===== src/rtl/vga_frame_scheduler.sv =====
// vga_frame_scheduler: VGA pixel/line counters plus a once-per-frame
// update window granted to game logic during vertical blanking.
// Ports: clk, reset (sync, active-high), ce (pixel enable),
//   HCount/VCount (counters), active (visible area), frame_tick (last
//   pixel of frame), upd_req/upd_done (update handshake in),
//   upd_grant (window owned), upd_overrun (grant revoked at frame end).
module vga_frame_scheduler #(
    parameter int H_TOTAL  = 800,
    parameter int V_TOTAL  = 525,
    parameter int H_ACTIVE = 640,
    parameter int V_ACTIVE = 480
) (
    input  logic        clk,
    input  logic        reset,
    input  logic        ce,
    output logic [10:0] HCount,
    output logic [10:0] VCount,
    output logic        active,
    output logic        frame_tick,
    input  logic        upd_req,
    input  logic        upd_done,
    output logic        upd_grant,
    output logic        upd_overrun
);

    localparam logic [10:0] H_LAST = 11'(H_TOTAL - 1);
    localparam logic [10:0] V_LAST = 11'(V_TOTAL - 1);
    localparam logic [10:0] H_ACT  = 11'(H_ACTIVE);
    localparam logic [10:0] V_ACT  = 11'(V_ACTIVE);

    typedef enum logic [1:0] {
        IDLE,
        WAIT_BLANK,
        GRANT,
        DONE
    } state_t;

    logic [10:0] r_hcount;
    logic [10:0] r_vcount;
    state_t      r_state;
    state_t      w_next_state;
    logic        r_overrun;
    logic        w_h_last;
    logic        w_v_last;
    logic        w_vblank;
    logic        w_frame_tick;
    logic        w_revoke;

    assign w_h_last     = (r_hcount == H_LAST);
    assign w_v_last     = (r_vcount == V_LAST);
    assign w_vblank     = (r_vcount >= V_ACT);
    assign w_frame_tick = ce & w_h_last & w_v_last;

    always_ff @(posedge clk) begin
        if (reset) begin
            r_hcount <= '0;
            r_vcount <= '0;
        end else if (ce) begin
            if (w_h_last) begin
                r_hcount <= '0;
                r_vcount <= w_v_last ? '0 : r_vcount + 11'd1;
            end else begin
                r_hcount <= r_hcount + 11'd1;
            end
        end
    end

    always_comb begin
        w_next_state = r_state;
        w_revoke     = 1'b0;
        unique case (r_state)
            IDLE: begin
                if (upd_req) w_next_state = WAIT_BLANK;
            end
            WAIT_BLANK: begin
                // On the frame tick the counters are about to wrap out
                // of blanking, so a grant there would be zero-length.
                if (w_vblank && !w_frame_tick) w_next_state = GRANT;
            end
            GRANT: begin
                if (upd_done) begin
                    w_next_state = DONE;
                end else if (w_frame_tick) begin
                    w_next_state = IDLE;
                    w_revoke     = 1'b1;
                end
            end
            DONE: begin
                // Parking here until the frame ends caps grants at one.
                if (w_frame_tick) w_next_state = IDLE;
            end
            default: w_next_state = IDLE;
        endcase
    end

    always_ff @(posedge clk) begin
        if (reset) begin
            r_state   <= IDLE;
            r_overrun <= 1'b0;
        end else begin
            r_state   <= w_next_state;
            r_overrun <= w_revoke;
        end
    end

    assign HCount      = r_hcount;
    assign VCount      = r_vcount;
    assign active      = (r_hcount < H_ACT) && (r_vcount < V_ACT);
    assign frame_tick  = w_frame_tick;
    assign upd_grant   = (r_state == GRANT);
    assign upd_overrun = r_overrun;

endmodule


===== config.mk =====
export PLATFORM = sky130hd
export DESIGN_NAME = vga_frame_scheduler
export DESIGN_NICKNAME = d
export VERILOG_FILES = /design/src/rtl/vga_frame_scheduler.sv
export SDC_FILE = /design/constraint.sdc
export NUM_CORES = 1
export LEC_CHECK = 0
export ABC_AREA = 1
export CAP_MARGIN = 40
export CORE_MARGIN = 2
export CORE_UTILIZATION = 30
export CTS_CLUSTER_SIZE = 28
export DETAILED_ROUTE_END_ITERATION = 8
export PLACE_DENSITY_LB_ADDON = 0.25
export REMOVE_ABC_BUFFERS = 1
export SLEW_MARGIN = 20
export SYNTH_ARGS = -nofsm -noshare
export SYNTH_HDL_FRONTEND = slang
export SYNTH_SLANG_ARGS = --single-unit

===== constraint.sdc =====
create_clock -name clk -period 1.29 [get_ports clk]
set_input_delay 0.1935 -clock clk [delete_from_list [all_inputs] [get_ports clk]]
set_output_delay 0.1935 -clock clk [all_outputs]
set_load 0.1 [all_outputs]

# Word-level counts from Yosys, hierarchy flattened
# Index checks and enable logic that the tools add are counted.
[word_totals]
regBits = 25
inputBits = 5
output_inout_bits = 26
elab_cells = 34
[op_classes]
addsub = 2
n_lt_le_gt_ge = 3
n_eq_ne = 7
n_mux = 8
bitwise = 3
reduce_logical = 7
[op_table]
columns = ["operator", "count"]
rows = [
  ["adder 11 x 1 -> 11 bit (second input constant)", 2],
  ["equality test 11 x 10 -> 1 bit (second input constant)", 2],
  ["2-to-1 mux 11 bit", 2],
  ["greater-or-equal comparator 11 x 9 -> 1 bit (second input constant)", 1],
  ["< comparator 11 x 10 -> 1 bit (second input constant)", 1],
  ["< comparator 11 x 9 -> 1 bit (second input constant)", 1],
  ["2-to-1 mux 2 bit", 4],
  ["one-hot mux 2 bit (4 select lines)", 1],
  ["equality test 2 bit (second input constant)", 2],
  ["!= test 2 bit (second input constant)", 2],
  ["AND reduction 2 bit", 2],
  ["OR reduction 3 bit", 1],
  ["bitwise AND 1 bit", 2],
  ["equality test 2 x 1 -> 1 bit (second input constant)", 1],
  ["logical AND 1 bit", 2],
  ["logical NOT 2 bit", 1],
  ["logical NOT 1 bit", 1],
  ["2-to-1 mux 1 bit", 1],
  ["NOT 1 bit", 1],
]

# Depth between registers and ports, before layout
[depth]
word_depth = 7
depth_mapped = 10
depth_no_buf = 10

# Worst setup path before layout
# OpenSTA, ideal clock, no wires.
[synth_timing]
path_kind = "flip-flop to output port"
start = "reg r_vcount[6] (netlist: VCount[6])"
end = "out active"
t_arrival_ps = 3375
required_time_ps = 1097
path_slack_ps = -2279
stages_incl_launch_ff = 6
n_path_buf = 0
cell_sequence = "dfxtp_1 > nand2_1 > nor2_1 > nor2_1 > nand2_1 > a211oi_1"
[synth_between]
elab_chain_cells = 2
[synth_rtl]
columns = ["element", "line_no", "source"]
rows = [
  ["from (decl)", "39", "logic [10:0] r_vcount;"],
  ["from (signal assigned)", "61", "r_vcount <= w_v_last ? '0 : r_vcount + 11'd1;"],
  ["< comparator 11 x 9 -> 1 bit", "108", "assign active = (r_hcount < H_ACT) && (r_vcount < V_ACT);"],
  ["logical AND 1 bit", "108", ""],
  ["to (decl)", "18", "output logic active,"],
]
# No other way between the ends.

# Worst setup path in the final report
[layout_timing]
start = "reg r_hcount[0] (netlist: HCount[0])"
end = "out frame_tick"
[layout_between]
elab_chain_cells = 3
[layout_rtl]
columns = ["element", "line_no", "source"]
rows = [
  ["from (decl)", "38", "logic [10:0] r_hcount;"],
  ["from (signal assigned)", "63", "r_hcount <= r_hcount + 11'd1;"],
  ["equality test 11 x 10 -> 1 bit", "49", "assign w_h_last = (r_hcount == H_LAST);"],
  ["bitwise AND 1 bit (2 in a row)", "52", "assign w_frame_tick = ce & w_h_last & w_v_last;"],
  ["to (decl)", "19", "output logic frame_tick,"],
]
# No other way between the ends.

==> results.md <==
* Status: finished with violations
* Clk pwr share at between 20% and 30%
* First-pass DRT Iterations at 4
* Slew of the pin with the lowest slew margin at 273 ps
* Crit start category: flop
* I/O pin count at 31
* Slew margin rel. at around four fifths
* Vias in the first global route at between 1500 and 2000
* Post-layout minimum cycle time at approximately 1600 ps
* Final setup fails at 24
* Antenna violations before repair at 0
* Layout Nets at 320
* Gate power share at a little over a quarter
* XOR/XNOR Fraction of Synth Area at under 10%
* Sw Ratio at a little under a third
* Synth warn at 0
* HP Class: primary input to flop
* Largest net degree at the start of global routing at 14
* Die height at between 70 and 80 µm
* Seq/Total Area, Yosys at between 30% and 40%
* Reported net switching power at 0.578 mW
* Synth unique cells at 32
* Clock transition at path regs at about 90 ps
* Ratio of cells with drive above 1 in the final layout at about 49%
* Longest Clk Path Bufs at 2
* Full die area at roughly 0.0055 mm²
* Crit path kind: flop to primary output
* Max Cap Violations at 0
* H-tree Lvls at 1
* N_diodes at 0
* Clk_skew at around 4.6 ps
* Adder-cell share of the synthesized area at under 10%
* Worst vdd ir at about 0.00046 V
* Failing checks: setup timing
* P per Cell Area at between 600 and 700 mW/mm²
* Power Internal at 1.23 mW
* CP arrival at around 1400 ps
* Via count at approximately 1700
* Starting Density at 31.2%
* Final Max Slew Viols at 0
* Detail Route Antenna Nets at 0
* Pwr Total at 1.81 mW
* Crit. End Element: primary output
* IO buf count at 30
* Worst Path Max Fanout at 2
* Reg power frac at a little under half
* Mux share of post-synthesis cell area at 0%
* Worst-Skew Late Latency at around 280 ps
* Dpl hpwl at 3260 µm
* Detailed-route wire length at approximately 4400 µm
* Cell at the root of the clock tree: clkbuf_8
* Compound-Gate Fraction of Synth Area at ~8.9%
* Final TNS setup at -4310 ps
* Sink Count at 25
* GR Overflow Total at 0
* Fin crit share at 125%
* Initial DRC count at 63
* DRC viols at 0
* Final Hold Violating Endpoints at 0
* DR vias/cell at around 4.5
* Final worst slack at -319 ps
* GRT Util Overall at roughly 17%
* RSZ-0062 raised after global routing: true
* Largest family of logic cells by synthesized area: simple AND/OR/NAND/NOR gates
* Achievable frequency at approximately 620 MHz
* Final non-filler cell total at between 300 and 400
* Die X at around 74 µm
* # hold bufs at CTS at 0
* Core area at roughly 0.0047 mm²
* Routability cong. at roughly 0.84
* # placed instances at between 300 and 400
* First-pass GRT wire length at ~7400 µm
* Drt wl/cell at between 10 and 15 µm
* CTS tree: built
* Post-Syn Area at between 0.001 and 0.0015 mm²
* Leak at 1.32 nW
* Area Overhead vs Synth at 93.9%
* CTS Buf Count at 3
* Flops & latches, synth at 25
* Post-synthesis simple-gate area fraction at about 45%
* Required @ worst endpoint at between 1000 and 1500 ps
* Row count at 25
* Syn_area_per_cell at 6.84 µm²
* Syn Inst Count at 215
-- registers in the layout (all words and copies together), names as in the netlist --
signal       flops
VCount          11
upd_overrun      1
r_state          2
HCount          11
-- critical path, cell delays in order, from the launching register on --
cell and delay, ps:
dfxtp_2 370, ha_4 150, nand2_4 50, nor2_4 100, nand2_4 80, nor2_8 100
nand2_4 60, inv_2 60, buf_12 160
-- power by group through the flow --
stage | logic [mW] | clock network (mW) | registers, mW
global placement | 0.410 | 0 | 0.854
finish | 0.474 | 0.491 | 0.846
global route | 0.522 | 0.536 | 0.849
floorplan | 0.209 | 0 | 0.892
CTS | 0.448 | 0.500 | 0.837
detailed placement | 0.415 | 0 | 0.853
-- final timing paths --
check	start	endpoint	slack, ps	cells after the start
max reg2reg	HCount[0]	VCount[6]	-250	8
min reg2reg	VCount[9]	VCount[9]	520	2
min	ce	HCount[1]	290	3
max	HCount[0]	frame_tick	-320	8
-- metal layers --
metal	global-route usage, %	vias to the layer above	part of all wire (%)
li1	-	888	-
met1	21.7	782	44
met2	29.8	40	50
met3	2.85	7	4.0
met4	6.06	0	1.8
met5	0	-	0
-- cell families after synthesis --
group | Yosys count
flip-flops | 25
AND/OR/NAND/NOR | 129
buffers and inverters | 32
adder cells (fa/ha/maj) | 3
AO/OA/AOI/OAI | 24
XOR/XNOR | 2
-- layout make-up --
type / count / area [µm²]
sequential: 25 / 510
tap: 67 / 83.8
clock buffer: 4 / 45.0
inverter: 31 / 129
multi-input combinational: 158 / 987
fill: 398 / 1870
timing repair inverter: 1 / 8.76
timing repair buffer: 92 / 1090
-- synthesized netlist by cell type (all sizes together) --
| master | n | share of area, % |
|---|---|---|
| a211oi | 1 | 0.51 |
| a21oi | 15 | 5.1 |
| a31o | 1 | 0.60 |
| clkbuf | 1 | 0.25 |
| dfxtp | 25 | 34 |
| ha | 3 | 2.6 |
| inv | 31 | 8.1 |
| nand2 | 55 | 16 |
| nand3 | 16 | 6.3 |
| nand3b | 1 | 0.51 |
| nand4 | 11 | 4.7 |
| nor2 | 34 | 11 |
| nor3 | 9 | 4.5 |
| nor3b | 1 | 0.51 |
| nor4 | 1 | 0.85 |
| o21a | 1 | 0.51 |
| o21ai | 5 | 1.7 |
| o21bai | 1 | 0.51 |
| or2 | 1 | 0.43 |
| xnor2 | 1 | 0.60 |
| xor2 | 1 | 0.60 |
-- timing repair --
item / CTS / global route
gates resized for setup: 30 / 31
setup buffers: 7 / 7
endpoints found under the setup margin: 25 / 26
cloned: 1 / 0
pin swaps: 8 / 20
-- layout by cell type (no fill, tap or decap), types with 2 or more instances in the layout --
cell type / instances
nor2_2: 5
clkbuf_8: 3
nand2_4: 5
o21ai_0: 3
inv_2: 6
dfxtp_2: 8
nor3_1: 4
nand2_2: 9
buf_6: 6
inv_6: 2
nand2_1: 41
nor3_2: 2
clkdlybuf4s50_1: 3
nor2_1: 24
nor3_4: 3
buf_12: 29
nand3_1: 12
inv_1: 23
nand3_2: 3
buf_4: 53
dfxtp_1: 17
a21oi_2: 3
nor2_4: 4
a21oi_1: 12
nand4_1: 11
-- through the flow --
stage,area [µm²],hold WS (ps),utilization (%),setup WS (ps)
3_3_place_gp,2530,495,53.5,-370
3_5_place_dp,2530,502,53.5,-382
5_1_grt,2850,305,60.4,-401
2_1_floorplan,1470,263,-,-2280
6_report,2850,285,60.4,-319
4_1_cts,2730,523,57.8,-371
(Power assumes the default switching activity.)
